`config.mk`:
```
export PLATFORM = sky130hd
export DESIGN_NAME = seq_divider
export DESIGN_NICKNAME = d
export VERILOG_FILES = /design/src/rtl/div_pkg.sv /design/src/rtl/div_step.sv /design/src/rtl/seq_divider.sv
export SDC_FILE = /design/constraint.sdc
export NUM_CORES = 1
export LEC_CHECK = 0
export CAP_MARGIN = 40
export CORE_MARGIN = 8
export CORE_UTILIZATION = 57
export DETAILED_ROUTE_END_ITERATION = 12
export GPL_TIMING_DRIVEN = 0
export PLACE_DENSITY = 0.81
export RECOVER_POWER = 100
export SYNTH_ARGS = -nofsm -noshare
export SYNTH_HDL_FRONTEND = slang
export SYNTH_SLANG_ARGS = --single-unit
```
`constraint.sdc`:
```
create_clock -name clk -period 3.9 [get_ports clk]
set_input_delay 0.78 -clock clk [delete_from_list [all_inputs] [get_ports clk]]
set_output_delay 0.78 -clock clk [all_outputs]
set_load 0.005 [all_outputs]
```
`src/rtl/div_pkg.sv`:
```
// rtl/div_pkg.sv - shared types and constants for the sequential divider
package div_pkg;

   typedef enum logic [1:0] {
      IDLE,
      CALC,
      FIX,
      ZERO
   } div_state_t;

   // Fill bit for the divide-by-zero quotient; replicated to WIDTH by the user.
   localparam logic DIV_ZERO_Q_BIT = 1'b1;

endpackage

```
`src/rtl/div_step.sv`:
```
// rtl/div_step.sv - one combinational restoring shift-subtract iteration
module div_step #(
   parameter int WIDTH = 32
) (
   input  logic [WIDTH-1:0] rem,
   input  logic             next_bit,
   input  logic [WIDTH-1:0] b_mag,
   output logic [WIDTH-1:0] rem_next,
   output logic             q_bit
);

   logic [WIDTH:0] shifted;
   logic [WIDTH:0] trial;

   assign shifted = {rem, next_bit};
   assign trial   = shifted - {1'b0, b_mag};

   // rem < b_mag on entry, so a non-negative trial always fits in WIDTH bits
   // and a negative one always sets the top bit.
   assign q_bit    = ~trial[WIDTH];
   assign rem_next = q_bit ? trial[WIDTH-1:0] : shifted[WIDTH-1:0];

endmodule

```
`src/rtl/seq_divider.sv`:
```
// rtl/seq_divider.sv - multi-cycle signed/unsigned radix-2 restoring divider
module seq_divider
   import div_pkg::*;
#(
   parameter  int WIDTH = 32,
   localparam int CNT_W = $clog2(WIDTH + 1)
) (
   input  logic             clk,
   input  logic             rst,
   input  logic             in_en,
   input  logic             is_signed,
   input  logic [WIDTH-1:0] a,
   input  logic [WIDTH-1:0] b,
   output logic             busy,
   output logic             out_en,
   output logic             error,
   output logic [WIDTH-1:0] q,
   output logic [WIDTH-1:0] r
);

   localparam logic [CNT_W-1:0] LAST_ITER = CNT_W'(WIDTH - 1);

   div_state_t       state, state_next;
   logic [WIDTH-1:0] rem;
   logic [WIDTH-1:0] quo;
   logic [WIDTH-1:0] b_mag;
   logic [WIDTH-1:0] a_raw;
   logic [CNT_W-1:0] cnt;
   logic             neg_q;
   logic             neg_r;

   logic [WIDTH-1:0] a_abs;
   logic [WIDTH-1:0] b_abs;
   logic [WIDTH-1:0] rem_next;
   logic             q_bit;

   // |MIN| wraps back to MIN, which is exactly 2^(WIDTH-1) read as unsigned.
   assign a_abs = (is_signed && a[WIDTH-1]) ? -a : a;
   assign b_abs = (is_signed && b[WIDTH-1]) ? -b : b;

   div_step #(.WIDTH(WIDTH)) u_step (
      .rem      (rem),
      .next_bit (quo[WIDTH-1]),
      .b_mag    (b_mag),
      .rem_next (rem_next),
      .q_bit    (q_bit)
   );

   always_ff @(posedge clk) begin
      if (rst) state <= IDLE;
      else     state <= state_next;
   end

   always_comb begin
      state_next = state;
      case (state)
         IDLE: if (in_en) state_next = (b == '0) ? ZERO : CALC;
         CALC: if (cnt == LAST_ITER) state_next = FIX;
         FIX:  state_next = IDLE;
         ZERO: state_next = IDLE;
         default: state_next = IDLE;
      endcase
   end

   always_ff @(posedge clk) begin
      if (rst) begin
         rem    <= '0;
         quo    <= '0;
         b_mag  <= '0;
         a_raw  <= '0;
         cnt    <= '0;
         neg_q  <= 1'b0;
         neg_r  <= 1'b0;
         busy   <= 1'b0;
         out_en <= 1'b0;
         error  <= 1'b0;
         q      <= '0;
         r      <= '0;
      end else begin
         out_en <= 1'b0;
         case (state)
            IDLE: begin
               if (in_en) begin
                  rem   <= '0;
                  cnt   <= '0;
                  quo   <= a_abs;
                  b_mag <= b_abs;
                  a_raw <= a;
                  neg_q <= is_signed & (a[WIDTH-1] ^ b[WIDTH-1]);
                  neg_r <= is_signed & a[WIDTH-1];
                  busy  <= 1'b1;
               end
            end
            CALC: begin
               // quo shifts dividend bits out the top while quotient bits enter below
               rem <= rem_next;
               quo <= {quo[WIDTH-2:0], q_bit};
               cnt <= cnt + CNT_W'(1);
            end
            FIX: begin
               q      <= neg_q ? -quo : quo;
               r      <= neg_r ? -rem : rem;
               error  <= 1'b0;
               out_en <= 1'b1;
               busy   <= 1'b0;
            end
            ZERO: begin
               q      <= {WIDTH{DIV_ZERO_Q_BIT}};
               r      <= a_raw;
               error  <= 1'b1;
               out_en <= 1'b1;
               busy   <= 1'b0;
            end
            default: ;
         endcase
      end
   end

endmodule

```
==> results.cfg <==
[status]
status = finished, final reports clean

[route]
ant_nets = 0
routed_wl_um = 38900
drc = 0
avgRoutedWirePerCell_um = 19.4
vias = 12200
drtIter0Drc = 1013
dr.pass1.iters = 8
vias_per_cell = 6.10

[synth]
synth_ff_type = dfxtp_1
synth_cell_type_count = 79
synth_edf_count = 0
async_flop_share_pct = 0
avgSynthCellArea_um2 = 7.88
synth_warnings = 0
synth_cells = 1552
seq_area_frac_synth_pct = 33.6
synth_nets = 1658
netlist_area_um2 = 12200
synth_seq_cells = 205

[sta]
clock_skew_ns = 0.0283
rsz0062_at_grt = false
slew_viol_final = 0
maxSlewHeadroom_pct = 36.4
fmax_mhz = 278
hold_viol = 0
fin_crit_ns = 3.59
worstMarginPinSlew_ns = 0.947
finalSetupTns_ns = 0
fin_crit_sh_pct = 92.2
hold_ws_ns = 0.458
setup_viol = 0
fin_ws_ns = 0.305

[placement]
placedCellCount = 1961
dp_hpwl_um = 30100
gp_routability_congestion = 0.967
postPlaceCellArea_um2 = 13900
pre_cts_ws_ns = 0.0747
port_buffers = 134

[critical_path]
regToRegSetupSlack_ns = 0.31
crit_fanout = 10
crit_path_start_kind = flop
worstPathArrival_ns = 3.98
path_class = flop to flop
required_ns = 4.28
crit_path_end_kind = flop

[hold_path]
hp-class = flop to flop

[global_route]
grt_max_degree = 14
antenna_found_initial = 0
overflow = 0
grt_pass1_wl_um = 61100
grt.total_usage_pct = 28.5
grt_pass1_vias = 11600

[cts]
cts_sinks = 205
holdBufCountCts = 0
root_buffer = clkbuf_16
cts_buffers = 23
post-cts-setup-buffers = 0
cts_max_path_buffers = 3
clkTransAtPathRegs_ns = 0.06
cts_tree = yes
htreeDepth = 1
cts_resized = 0
clock_latency_ns = 0.53

[power_and_ir_drop]
p_per_area_nw_per_um2 = 402
leakage_nw = 5.61
power_mw = 5.86
ir_worst_vdd_mv = 0.323

[cells_and_area]
fin_cells = 2003
drive_above_1_share_pct = 3.82
fillers = 1771
area_delta_synth_final_pct = 19.1
final_cell_mix = nor2_1, nand2_1, dfxtp_1
final_cell_area_um2 = 14600
nNetsFinal = 1817
diodes = 0
final_common_cell = nor2_1
final_util_pct = 69.2

[die]
die-area_um2 = 26400
die_y_um = 162
die_x_um = 162
initial_core_util_pct = 58.1
row_count = 53
io_pins = 135
core_area_um2 = 21000

[run]
maxCapViolCount = 0
## cell usage after synthesis (all sizes together) (24+ instances only)
cell type  instances  area share, %
inv               53            1.6
a211oi            66            4.1
mux2i             53            4.3
xnor2             51            3.7
a2111oi           24            1.7
o21ai            111            4.5
clkbuf            80            2.7
nor2             208            6.4
xor2              92            6.6
nand2            205            6.3
dfxtp            205             34
ha                37            3.8
a21oi            100            4.1
o31ai             26            1.7
## worst max-delay path, cell delays in order, from the launching register on
cell       delay, ns
dfxtp_1         0.30
inv_1           0.10
ha_1            0.24
fa_1            0.41
nand2b_1        0.19
a21o_1          0.19
a21oi_2         0.19
o2111ai_1       0.21
a311oi_2        0.54
o21a_1          0.20
o21a_1          0.11
buf_4           0.22
buf_6           0.22
mux2i_1         0.23
o21ai_0         0.09
## registers in the layout (all words and copies together), names as in the netlist
name    flops
error       1
neg_q       1
a_raw      32
cnt         6
out_en      1
rem        32
quo        32
b_mag      32
q          32
busy        1
r          32
state       2
neg_r       1
## report_power, final
| group | total [mW] | switching, mW | internal (mW) |
|---|---|---|---|
| clock network | 2.13 | 0.904 | 1.22 |
| registers | 2.32 | 0.126 | 2.20 |
| logic | 1.40 | 0.852 | 0.553 |
## kinds of logic (layout without fill, tap and decap cells)
kind of cell	Yosys count	in the layout	synth area share [%]
multiplexers	55	55	4.52
buffers and inverters	147	323	5.29
flip-flops	205	205	33.6
AO/OA/AOI/OAI	426	426	23.0
XOR/XNOR	143	143	10.2
AND/OR/NAND/NOR	538	538	19.4
adder cells (fa/ha/maj)	38	38	3.95
## path summary, 6_finish.rpt
path         cells after the start       from   endpoint
max                             14    quo[31]    rem[15]
min                              2  a_raw[22]  a_raw[22]
max reg2reg                     14    quo[31]    rem[15]
min reg2reg                      2  a_raw[22]  a_raw[22]
## cell type report
cell class / instances / area, µm² / area share [%]
Multi-Input combinational cell: 1200 / 7400 / 50.9
Sequential cell: 205 / 4100 / 28.2
Timing Repair Buffer: 134 / 1340 / 9.21
Clock buffer: 34 / 687 / 4.72
Buffer: 94 / 427 / 2.93
Tap cell: 275 / 344 / 2.36
Inverter: 53 / 199 / 1.37
Clock inverter: 8 / 52.6 / 0.361
## metal layers
metal	share of wire [%]	GRT usage, %
met1	41	35.8
met2	46	47.7
met3	7.9	4.27
met4	4.6	12.7
met5	0	0
Note: power is estimated with default switching activity, not from simulation.
